**src/rtl/prng_share_ctrl.sv**
```systemverilog
// Round-robin arbiter that hands out words of one free-running PRNG, one grant per cycle,
// and sequences generator reseed (reset pulse, warm-up discard) periodically or on a bad word.
module prng_share_ctrl #(
  parameter int NUM_REQ       = 4,
  parameter int WIDTH         = 128,
  parameter int RESEED_PERIOD = 1024,
  parameter int RESEED_CYCLES = 2,
  parameter int WARMUP_CYCLES = 4
) (
  input  logic                       clk,
  input  logic                       reset,
  input  logic [WIDTH-1:0]           prng_data,
  output logic                       gen_reset,
  input  logic [NUM_REQ-1:0]         req,
  output logic [NUM_REQ-1:0]         ack,
  output logic [WIDTH-1:0]           rsp_data,
  output logic [$clog2(NUM_REQ)-1:0] rsp_id,
  output logic                       ready,
  output logic                       stuck_err
);
  localparam int IDW    = $clog2(NUM_REQ);
  localparam int PH_MAX = (RESEED_CYCLES > WARMUP_CYCLES) ? RESEED_CYCLES : WARMUP_CYCLES;
  localparam int PW     = $clog2(PH_MAX + 1);
  localparam int CW     = $clog2(RESEED_PERIOD + 1);

  typedef enum logic [1:0] {RESEED, WARMUP, SERVE} state_t;

  state_t             state_q, state_d;
  logic [PW-1:0]      phase_q, phase_d;
  logic [CW-1:0]      word_cnt_q, word_cnt_d, word_inc;
  logic [IDW-1:0]     rr_q, rr_d;
  logic [WIDTH-1:0]   prev_q, prev_d;
  logic [NUM_REQ-1:0] ack_q, ack_d;
  logic [WIDTH-1:0]   rsp_data_q, rsp_data_d;
  logic [IDW-1:0]     rsp_id_q, rsp_id_d;
  logic               stuck_q, stuck_d;

  logic [NUM_REQ-1:0] elig, rot;
  logic               found, bad_word;
  logic [IDW-1:0]     off, win, nxt;
  logic [IDW:0]       sum, sum_n;

  // Requester currently seeing its ack is masked so it can drop req without a double grant.
  always_comb begin
    elig  = req & ~ack_q;
    rot   = NUM_REQ'({elig, elig} >> rr_q);
    found = 1'b0;
    off   = '0;
    for (int i = NUM_REQ - 1; i >= 0; i--) begin
      if (rot[i]) begin
        found = 1'b1;
        off   = IDW'(i);
      end
    end
    sum = {1'b0, rr_q} + {1'b0, off};
    if (sum >= (IDW+1)'(NUM_REQ)) sum = sum - (IDW+1)'(NUM_REQ);
    win   = sum[IDW-1:0];
    sum_n = {1'b0, win} + (IDW+1)'(1);
    if (sum_n >= (IDW+1)'(NUM_REQ)) sum_n = '0;
    nxt   = sum_n[IDW-1:0];
  end

  assign bad_word = (prng_data == '0) || (prng_data == prev_q);
  assign word_inc = word_cnt_q + CW'(1);

  always_comb begin
    state_d    = state_q;
    phase_d    = phase_q;
    word_cnt_d = word_cnt_q;
    rr_d       = rr_q;
    prev_d     = prev_q;
    ack_d      = '0;
    rsp_data_d = rsp_data_q;
    rsp_id_d   = rsp_id_q;
    stuck_d    = stuck_q;
    case (state_q)
      RESEED: begin
        if (phase_q == PW'(RESEED_CYCLES - 1)) begin
          state_d = WARMUP;
          phase_d = '0;
        end else begin
          phase_d = phase_q + PW'(1);
        end
      end
      WARMUP: begin
        prev_d = prng_data;
        if (phase_q == PW'(WARMUP_CYCLES - 1)) begin
          state_d = SERVE;
          phase_d = '0;
        end else begin
          phase_d = phase_q + PW'(1);
        end
      end
      SERVE: begin
        prev_d = prng_data;
        if (bad_word) begin
          stuck_d    = 1'b1;
          state_d    = RESEED;
          phase_d    = '0;
          word_cnt_d = '0;
        end else if (found) begin
          ack_d      = NUM_REQ'(1) << win;
          rsp_data_d = prng_data;
          rsp_id_d   = win;
          rr_d       = nxt;
          // The grant that completes the period is still delivered.
          if (word_inc == CW'(RESEED_PERIOD)) begin
            state_d    = RESEED;
            phase_d    = '0;
            word_cnt_d = '0;
          end else begin
            word_cnt_d = word_inc;
          end
        end
      end
      default: state_d = RESEED;
    endcase
  end

  always_ff @(posedge clk or posedge reset) begin
    if (reset) begin
      state_q    <= RESEED;
      phase_q    <= '0;
      word_cnt_q <= '0;
      rr_q       <= '0;
      prev_q     <= '0;
      ack_q      <= '0;
      rsp_data_q <= '0;
      rsp_id_q   <= '0;
      stuck_q    <= 1'b0;
    end else begin
      state_q    <= state_d;
      phase_q    <= phase_d;
      word_cnt_q <= word_cnt_d;
      rr_q       <= rr_d;
      prev_q     <= prev_d;
      ack_q      <= ack_d;
      rsp_data_q <= rsp_data_d;
      rsp_id_q   <= rsp_id_d;
      stuck_q    <= stuck_d;
    end
  end

  assign gen_reset = reset | (state_q == RESEED);
  assign ready     = (state_q == SERVE);
  assign ack       = ack_q;
  assign rsp_data  = rsp_data_q;
  assign rsp_id    = rsp_id_q;
  assign stuck_err = stuck_q;
endmodule

```
**config.mk**
```make
export PLATFORM = sky130hd
export DESIGN_NAME = prng_share_ctrl
export DESIGN_NICKNAME = d
export VERILOG_FILES = /design/src/rtl/prng_share_ctrl.sv
export SDC_FILE = /design/constraint.sdc
export NUM_CORES = 1
export LEC_CHECK = 0
export BUFFER_PORTS_ARGS = -buffer_cell sky130_fd_sc_hd__buf_2
export CAP_MARGIN = 20
export CELL_PAD_IN_SITES_DETAIL_PLACEMENT = 1
export CELL_PAD_IN_SITES_GLOBAL_PLACEMENT = 1
export CORE_MARGIN = 10
export CORE_UTILIZATION = 44
export DETAILED_ROUTE_END_ITERATION = 6
export GPL_TIMING_DRIVEN = 0
export HOLD_SLACK_MARGIN = 0.08
export PLACE_DENSITY = 0.82
export SKIP_LAST_GASP = 1
export SLEW_MARGIN = 10
export SYNTH_ARGS = -nofsm -noshare
export SYNTH_HDL_FRONTEND = slang
export SYNTH_SLANG_ARGS = --single-unit
```
**constraint.sdc**
```tcl
create_clock -name clk -period 10.8 [get_ports clk]
set_input_delay 1.08 -clock clk [delete_from_list [all_inputs] [get_ports clk]]
set_output_delay 1.08 -clock clk [all_outputs]
set_load 0.01 [all_outputs]
```
==> out/results.txt, run 1 <==
Congestion Overflow GR: 0
share of cells above drive strength 1: 0.377
met1 WL: 17.0 mm
cts hold-fix bufs: 0
area of the mapped netlist: 12800 sq um
number of placed I/O pins: 271
DP Cell Count: 1588
final-layout fill cell count: 2976
placeable core region: 28600 sq um
drt first pass iters: 5
area of all placed cells without fillers: 15700 sq um
startpoint-to-endpoint class of the critical path: primary input to output pin
final critical-path setup slack: 7.14 ns
result of the run: completed
mean number of vias per cell: 5.55
clock latency reported for the late side of the worst-skew pair: 0.56 ns
worst hold-check slack: 0.480 ns
wire length of the first global-routing pass: 63.4 mm
final weighted congestion in routability-driven placement: 0.857
Final Max Slew Viols: 0
power density of the placed cells: 189 nW/um^2
final core utilization: 0.547
Cell Rows: 62
TritonCTS clock tree: yes
largest net degree at the start of global routing: 114
final wirelength: 41.8 mm
dominant cell by count in the synthesized netlist: dfrtp_1
count of state elements after synthesis: 281
final critical-path share of the clock period: 0.339
count of different cell masters after synthesis: 46
number of enable-type register cells in the synthesized netlist: 0
Yosys warning total: 0
setup fix buffers added after clock tree synthesis: 0
placement-stage worst setup slack: 6.71 ns
starting utilization of the core area: 0.446
highest metal layer with signal wires: met4
final hold viol count: 0
max-cap violation count: 0
Detail Route Antenna Nets: 0
area fraction of the dominant cell type after synthesis: 0.551
most frequently used flop master after synthesis: dfrtp_1
routed vias: 9126
Met3 Wirelength: 2.83 mm
cell occurring most often along the worst timing path: buf_2
post-layout minimum cycle time: 3.66 ns
horizontal die dimension: 190 um
transition time of the tightest slew-check pin: 0.781 ns
worst hold path class: flip-flop to flip-flop
required time of the worst setup path: 9.72 ns
Met2 Wirelength: 20.9 mm
arrival time of data at the critical path endpoint: 2.58 ns
sequential-to-total area share from yosys stat: 0.551
average wire length per cell after detail routing: 25.4 um
diodes inserted: 0
unrepaired setup endpoints after global routing: no
most area-consuming cells after synthesis: dfrtp_1 55%, mux2_2 12%, mux2_1 11%
Max Fclk: 0.273 GHz
non-filler cells, final: 1644
type of element launching the critical path: primary input
highest net fanout along the worst path: 113
Nets: 1382
layout-stage area growth over the synthesis result: 22.8%
cell leakage power: 6.76 nW
Critical Path, Cell by Cell: buf_2 > inv_8 > buf_16 > nand2_1 > buf_2
cell chosen for the clock root: clkbuf_16
placed instance area: 14700 sq um
Gates resized, CTS repair: 0
cell at the slowest stage of the critical path: inv_8
Gate Count Post-Synth: 932
floorplan die area: 36200 sq um
Max Buffers Root-to-Sink: 3
cell taking the most area after synthesis: dfrtp_1
number of port buffers: 270
Max transition margin: 0.475
crit end category: output pin
leading post-synthesis cells by instance count: 281 x dfrtp_1, 139 x mux2_2, 131 x xnor2_1
via count of the first global-routing pass: 10.3k
DRC violation total after the first TritonRoute iteration: 431
Setup-failing EPs final: 0
post-DP HPWL: 31.3 mm
mean area per synthesized cell: 13.7 sq um
maximum level of the CTS H-tree: 1
number of buffers added by the clock tree synthesis step: 30
proportion of register bits with asynchronous set or reset after synthesis: 1.00
Sink Count: 281
longest individual stage delay on the worst path: 0.47 ns
number of antenna violations at the first check in global routing: 0
die extent in y: 190 um
Post-route DRC: 0
register clock-pin slew on the reported worst setup and hold paths: 0.06 ns
Worst Clk Skew: 0.0237 ns
Worst VDD drop: 0.119 mV
aggregate global-route resource usage: 0.226
net count of the mapped netlist: 1078
[final timing paths]
| kind | slack, ns | cells after the start | endpoint | start |
|---|---|---|---|---|
| max in group asynchronous | 9.14 | 3 | phase_q[0]$_DFFE_PP0P_ | reset |
| hold reg to reg | 0.48 | 1 | rsp_data[100]$_DFFE_PP0P_ | rsp_data[100]$_DFFE_PP0P_ |
| setup / recovery | 7.14 | 5 | gen_reset | reset |
| hold / removal | 0.48 | 1 | rsp_data[100]$_DFFE_PP0P_ | rsp_data[100]$_DFFE_PP0P_ |
| setup reg to reg | 7.45 | 9 | rsp_data[115]$_DFFE_PP0P_ | prev_q[42]$_DFFE_PP0N_ |
| min in group asynchronous | 0.64 | 2 | rsp_data[58]$_DFFE_PP0P_ | reset |
[layout make-up]
cell class                 instances  area (sq um)  area share
timing repair buffer             272          1410      0.0898
clock buffer                      52           933      0.0596
tap                              384           480      0.0307
inverter                           9          41.3     0.00264
buffer                            36           220      0.0141
sequential                       281          7030       0.449
clock inverter                     4          81.3     0.00519
multi-input combinational        606          5470       0.349
[power breakdown]
| group | switching (mW) | internal (mW) | leakage [nW] |
|---|---|---|---|
| clock network | 0.426 | 0.630 | 0.495 |
| logic | 0.357 | 0.279 | 2.96 |
| registers | 0.0825 | 1.18 | 3.30 |
| total | 0.865 | 2.09 | 6.76 |
[state kept, by name, summed over array words and instances, names as in the netlist]
name        cells
word_cnt_q     11
stuck_err       1
prev_q        128
ack             4
rsp_data      128
rr_q            2
phase_q         3
state_q         2
rsp_id          2
[layout by cell type (no fill, tap or decap), types with 9 or more instances in the layout]
cell / Yosys / final
dfrtp_1: 281 / 281
nor3_1: 10 / 10
clkbuf_8: 0 / 10
clkbuf_16: 0 / 30
nor2_1: 11 / 11
mux2_1: 122 / 122
nand2_1: 15 / 15
ha_1: 12 / 12
xnor2_1: 131 / 131
mux2_2: 139 / 139
nand3_1: 10 / 10
clkbuf_1: 19 / 31
o21ai_0: 9 / 9
nand4_1: 44 / 44
buf_2: 2 / 272
nor4_1: 43 / 43
[cell families after synthesis]
group / share of synthesized area
mux: 0.231
simple gates: 0.0699
flops: 0.551
buf+inv: 0.0199
xor+xnor: 0.0899
compound gates: 0.0260
fa+ha+maj: 0.0118
[worst max-delay path, delay by kind of cell]
kind / cells / cell delay [ns]
buffers and inverters: 4 / 1.24
and+or+nand+nor: 1 / 0.12
[through the flow]
stage | power (mW) | TNS [ns]
after global routing | 3.09 | 0
after floorplan | 1.64 | 0
after detailed placement | 1.92 | 0
final | 2.96 | 0
after CTS | 2.98 | 0
after global placement | 1.89 | -392.42
[per-layer routing]
metal,vias to the layer above,track usage
met1,4770,0.271
met4,0,0.0669
met5,-,0
met3,58,0.0572
li1,3988,-
met2,310,0.393
(Power assumes the default switching activity.)
==> run 2, diff against run 1 <==
--- a/config.mk
+++ b/config.mk
@@ -5,16 +5,17 @@
 export SDC_FILE = /design/constraint.sdc
 export NUM_CORES = 1
 export LEC_CHECK = 0
+export ABC_AREA = 1
 export BUFFER_PORTS_ARGS = -buffer_cell sky130_fd_sc_hd__buf_2
 export CAP_MARGIN = 20
 export CELL_PAD_IN_SITES_DETAIL_PLACEMENT = 1
 export CELL_PAD_IN_SITES_GLOBAL_PLACEMENT = 1
 export CORE_MARGIN = 10
-export CORE_UTILIZATION = 44
+export CORE_UTILIZATION = 37
 export DETAILED_ROUTE_END_ITERATION = 6
 export GPL_TIMING_DRIVEN = 0
 export HOLD_SLACK_MARGIN = 0.08
-export PLACE_DENSITY = 0.82
+export PLACE_DENSITY = 0.79
 export SKIP_LAST_GASP = 1
 export SLEW_MARGIN = 10
 export SYNTH_ARGS = -nofsm -noshare
==> constraint.sdc (replaced) <==
create_clock -name clk -period 3.35 [get_ports clk]
set_input_delay 0.335 -clock clk [delete_from_list [all_inputs] [get_ports clk]]
set_output_delay 0.335 -clock clk [all_outputs]
set_load 0.01 [all_outputs]
==> out/results.txt, run 2 <==
result of the run: completed
final critical-path setup slack: 0.238 ns (-6.90 ns)
die extent in y: 210 um (+10%)
proportion of register bits with asynchronous set or reset after synthesis: 1.00 (unchanged)
required time of the worst setup path: 3.75 ns (-5.97 ns)
Critical Path, Cell by Cell: inv_1 > ha_1 > clkbuf_1 > clkinvlp_4 > clkbuf_1 > clkbuf_1 > nand2_1 > o21ai_0
cell occurring most often along the worst timing path: clkbuf_1
depth of the worst register-to-register path: 8 (-1)
Yosys warning total: 0 (unchanged)
number of placed I/O pins: 271 (unchanged)
count of different cell masters after synthesis: 28 (-39%)
layout-stage area growth over the synthesis result: 31.8%
DRC violation total after the first TritonRoute iteration: 537 (+25%)
transition time of the tightest slew-check pin: 0.937 ns (+0.157 ns)
drt first pass iters: 5 (unchanged)
Max transition margin: 0.375 (-0.0997)
leading post-synthesis cells by instance count: 508 x nand2_1, 281 x dfrtp_1, 189 x inv_1
Worst Clk Skew: 0.0258 ns (+0.00205 ns)
Worst VDD drop: 0.439 mV (+270%)
net count of the mapped netlist: 1766 (+64%)
clock latency reported for the late side of the worst-skew pair: 0.58 ns (+0.02 ns)
leading cell types in the layout, fill and taps excluded: 508 x nand2_1, 281 x dfrtp_1, 271 x buf_2, 188 x inv_1, 182 x o21ai_0
largest net degree at the start of global routing: 38 (-67%)
most common cell after layout, fill and taps aside: nand2_1
arrival time of data at the critical path endpoint: 3.51 ns (+0.93 ns)
Setup-failing EPs final: 0 (unchanged)
unrepaired setup endpoints after global routing: no
horizontal die dimension: 210 um (+10%)
count of state elements after synthesis: 281 (unchanged)
via count of the first global-routing pass: 14.5k (+40%)
area used by multi-input combinational logic: 5100 sq um (-6.7%)
cell at the slowest stage of the critical path: clkbuf_1
floorplan die area: 44100 sq um (+22%)
hold-critical path depth: 3 (+2)
final hold viol count: 0 (unchanged)
Cell Rows: 69 (+11%)
Gate Count Post-Synth: 1620 (+74%)
highest net fanout along the worst path: 10 (-91%)
Congestion Overflow GR: 0 (unchanged)
maximum level of the CTS H-tree: 1 (unchanged)
number of enable-type register cells in the synthesized netlist: 0 (unchanged)
max-cap violation count: 0 (unchanged)
Max Buffers Root-to-Sink: 3 (unchanged)
cell chosen for the clock root: clkbuf_16
sequential-to-total area share from yosys stat: 0.526 (-0.0249)
setup fix buffers added after clock tree synthesis: 0 (unchanged)
crit end category: flip-flop
placeable core region: 35600 sq um (+24%)
final weighted congestion in routability-driven placement: 0.829 (-3.3%)
worst hold-check slack: 0.0900 ns (-0.390 ns)
area fraction of the dominant cell type after synthesis: 0.526 (-0.0249)
startpoint-to-endpoint class of the critical path: flip-flop to flip-flop
most area-consuming cells after synthesis: dfrtp_1 53%, nand2_1 14%, o21ai_0 6.8%
Post-route DRC: 0 (unchanged)
share of cells above drive strength 1: 0.192 (-0.185)
placement-stage worst setup slack: 0.189 ns (-6.52 ns)
routed vias: 12.7k (+39%)
Nets: 2189 (+58%)
area of the mapped netlist: 13400 sq um (+4.7%)
register clock-pin slew on the reported worst setup and hold paths: 0.06 ns (about the same)
Final Max Slew Viols: 0 (unchanged)
wire length of the first global-routing pass: 79.8 mm (+26%)
final critical-path share of the clock period: 0.929
starting utilization of the core area: 0.376 (-0.0700)
post-DP HPWL: 35.8 mm (+14%)
Max Fclk: 0.321 GHz
mean area per synthesized cell: 8.25 sq um (-40%)
type of element launching the critical path: flip-flop
post-layout minimum cycle time: 3.11 ns
dominant cell by count in the synthesized netlist: nand2_1
mean number of vias per cell: 5.02 (-9.6%)
most frequently used flop master after synthesis: dfrtp_1
Detail Route Antenna Nets: 0 (unchanged)
aggregate global-route resource usage: 0.224 (-0.00273)
final-layout fill cell count: 4342 (+46%)
longest individual stage delay on the worst path: 0.52 ns (+0.05 ns)
number of port buffers: 270 (unchanged)
TritonCTS clock tree: yes
cell leakage power: 8.45 nW (+25%)
cell taking the most area after synthesis: dfrtp_1
area used by sequential logic in the layout: 7030 sq um (unchanged)
average wire length per cell after detail routing: 19.8 um (-22%)
number of antenna violations at the first check in global routing: 9 (+9)
Sink Count: 281 (unchanged)
worst hold path class: primary input to flip-flop
final wirelength: 50.1 mm (+20%)
number of buffers added by the clock tree synthesis step: 31 (+3.3%)
power density of the placed cells: 712 nW/um^2 (+280%)
[run 2: cell count changes in the layout (fill, tap and decap cells not counted), sizes merged, moves of 43 or more]
cell / delta
dlygate4sd3: +111
nor4: -43
inv: +206
nand2: +495
o21ai: +266
mux2: -261
nor2: +73
xnor2: -52
[run 2: kinds of logic (layout without fill, tap and decap cells)]
family          after synthesis  in the layout  synth area share
xor+xnor                     80             80            0.0524
flops                       281            281             0.526
simple gates                691            691             0.211
fa+ha+maj                    12             12            0.0112
other cells                   0              7                 0
compound gates              279            279             0.108
buf+inv                     277            722            0.0917
[run 2: final timing paths]
check	startpoint	endpoint	slack, ns
setup / recovery	state_q[0]$_DFFE_PP0P_	prev_q[88]$_DFFE_PP0N_	0.24
hold / removal	prng_data[27]	prev_q[27]$_DFFE_PP0N_	0.09
setup reg to reg	state_q[0]$_DFFE_PP0P_	prev_q[88]$_DFFE_PP0N_	0.24
hold reg to reg	stuck_err$_DFFE_PP0P_	stuck_err$_DFFE_PP0P_	0.47
max in group asynchronous	reset	prev_q[10]$_DFFE_PP0N_	2.00
min in group asynchronous	reset	rsp_data[121]$_DFFE_PP0P_	0.32
[run 2: final cells by class]
type / count / area share
inverters: 217 / 0.0467
well taps: 461 / 0.0327
flip-flops and latches: 281 / 0.399
clock buffers: 45 / 0.0510
repair buffers: 390 / 0.150
multi-input cells: 1062 / 0.290
diodes: 7 / 0.000995
clock inverters: 10 / 0.00583
plain buffers: 60 / 0.0233
[run 2: critical path: cells and delay by family, from the launching register on]
family,cells,cell delay (ns)
and+or+nand+nor,1,0.17
DFF,1,0.42
adders and majority gates,1,0.28
buffers and inverters,5,1.94
AOI/OAI and AO/OA,1,0.12
[run 2: metrics by stage]
step	instances	setup TNS, ns	utilization	power [mW]	cell area [sq um]
CTS	2526	0	0.495	12.6	17600
detailed placement	2360	0	0.435	8.98	15500
finish	2533	0	0.495	12.5	17600
floorplan	1620	-198.47	-	7.11	13400
global route	2532	0	0.495	13.3	17600
global placement	2351	-742.41	0.430	8.76	15300
[run 2: power breakdown]
part	switching [mW]	internal, mW
registers	0.600	4.26
logic	2.64	1.61
clock network	1.44	2.00
total	4.67	7.87
[run 2: routing by layer]
| metal | vias up | part of all wire | GRT usage |
|---|---|---|---|
| li1 | 5935 | - | - |
| met1 | 6379 | 0.42 | 0.268 |
| met2 | 277 | 0.50 | 0.388 |
| met3 | 117 | 0.040 | 0.0381 |
| met4 | 4 | 0.040 | 0.0945 |
| met5 | - | 0.00068 | 0 |
[run 2: repair_timing]
action                                  4_1_cts  5_1_grt
endpoints found under the setup margin        0       32
hold endpoints to repair                    181        0
hold buffers                                111        0
gates resized for setup                       0        1
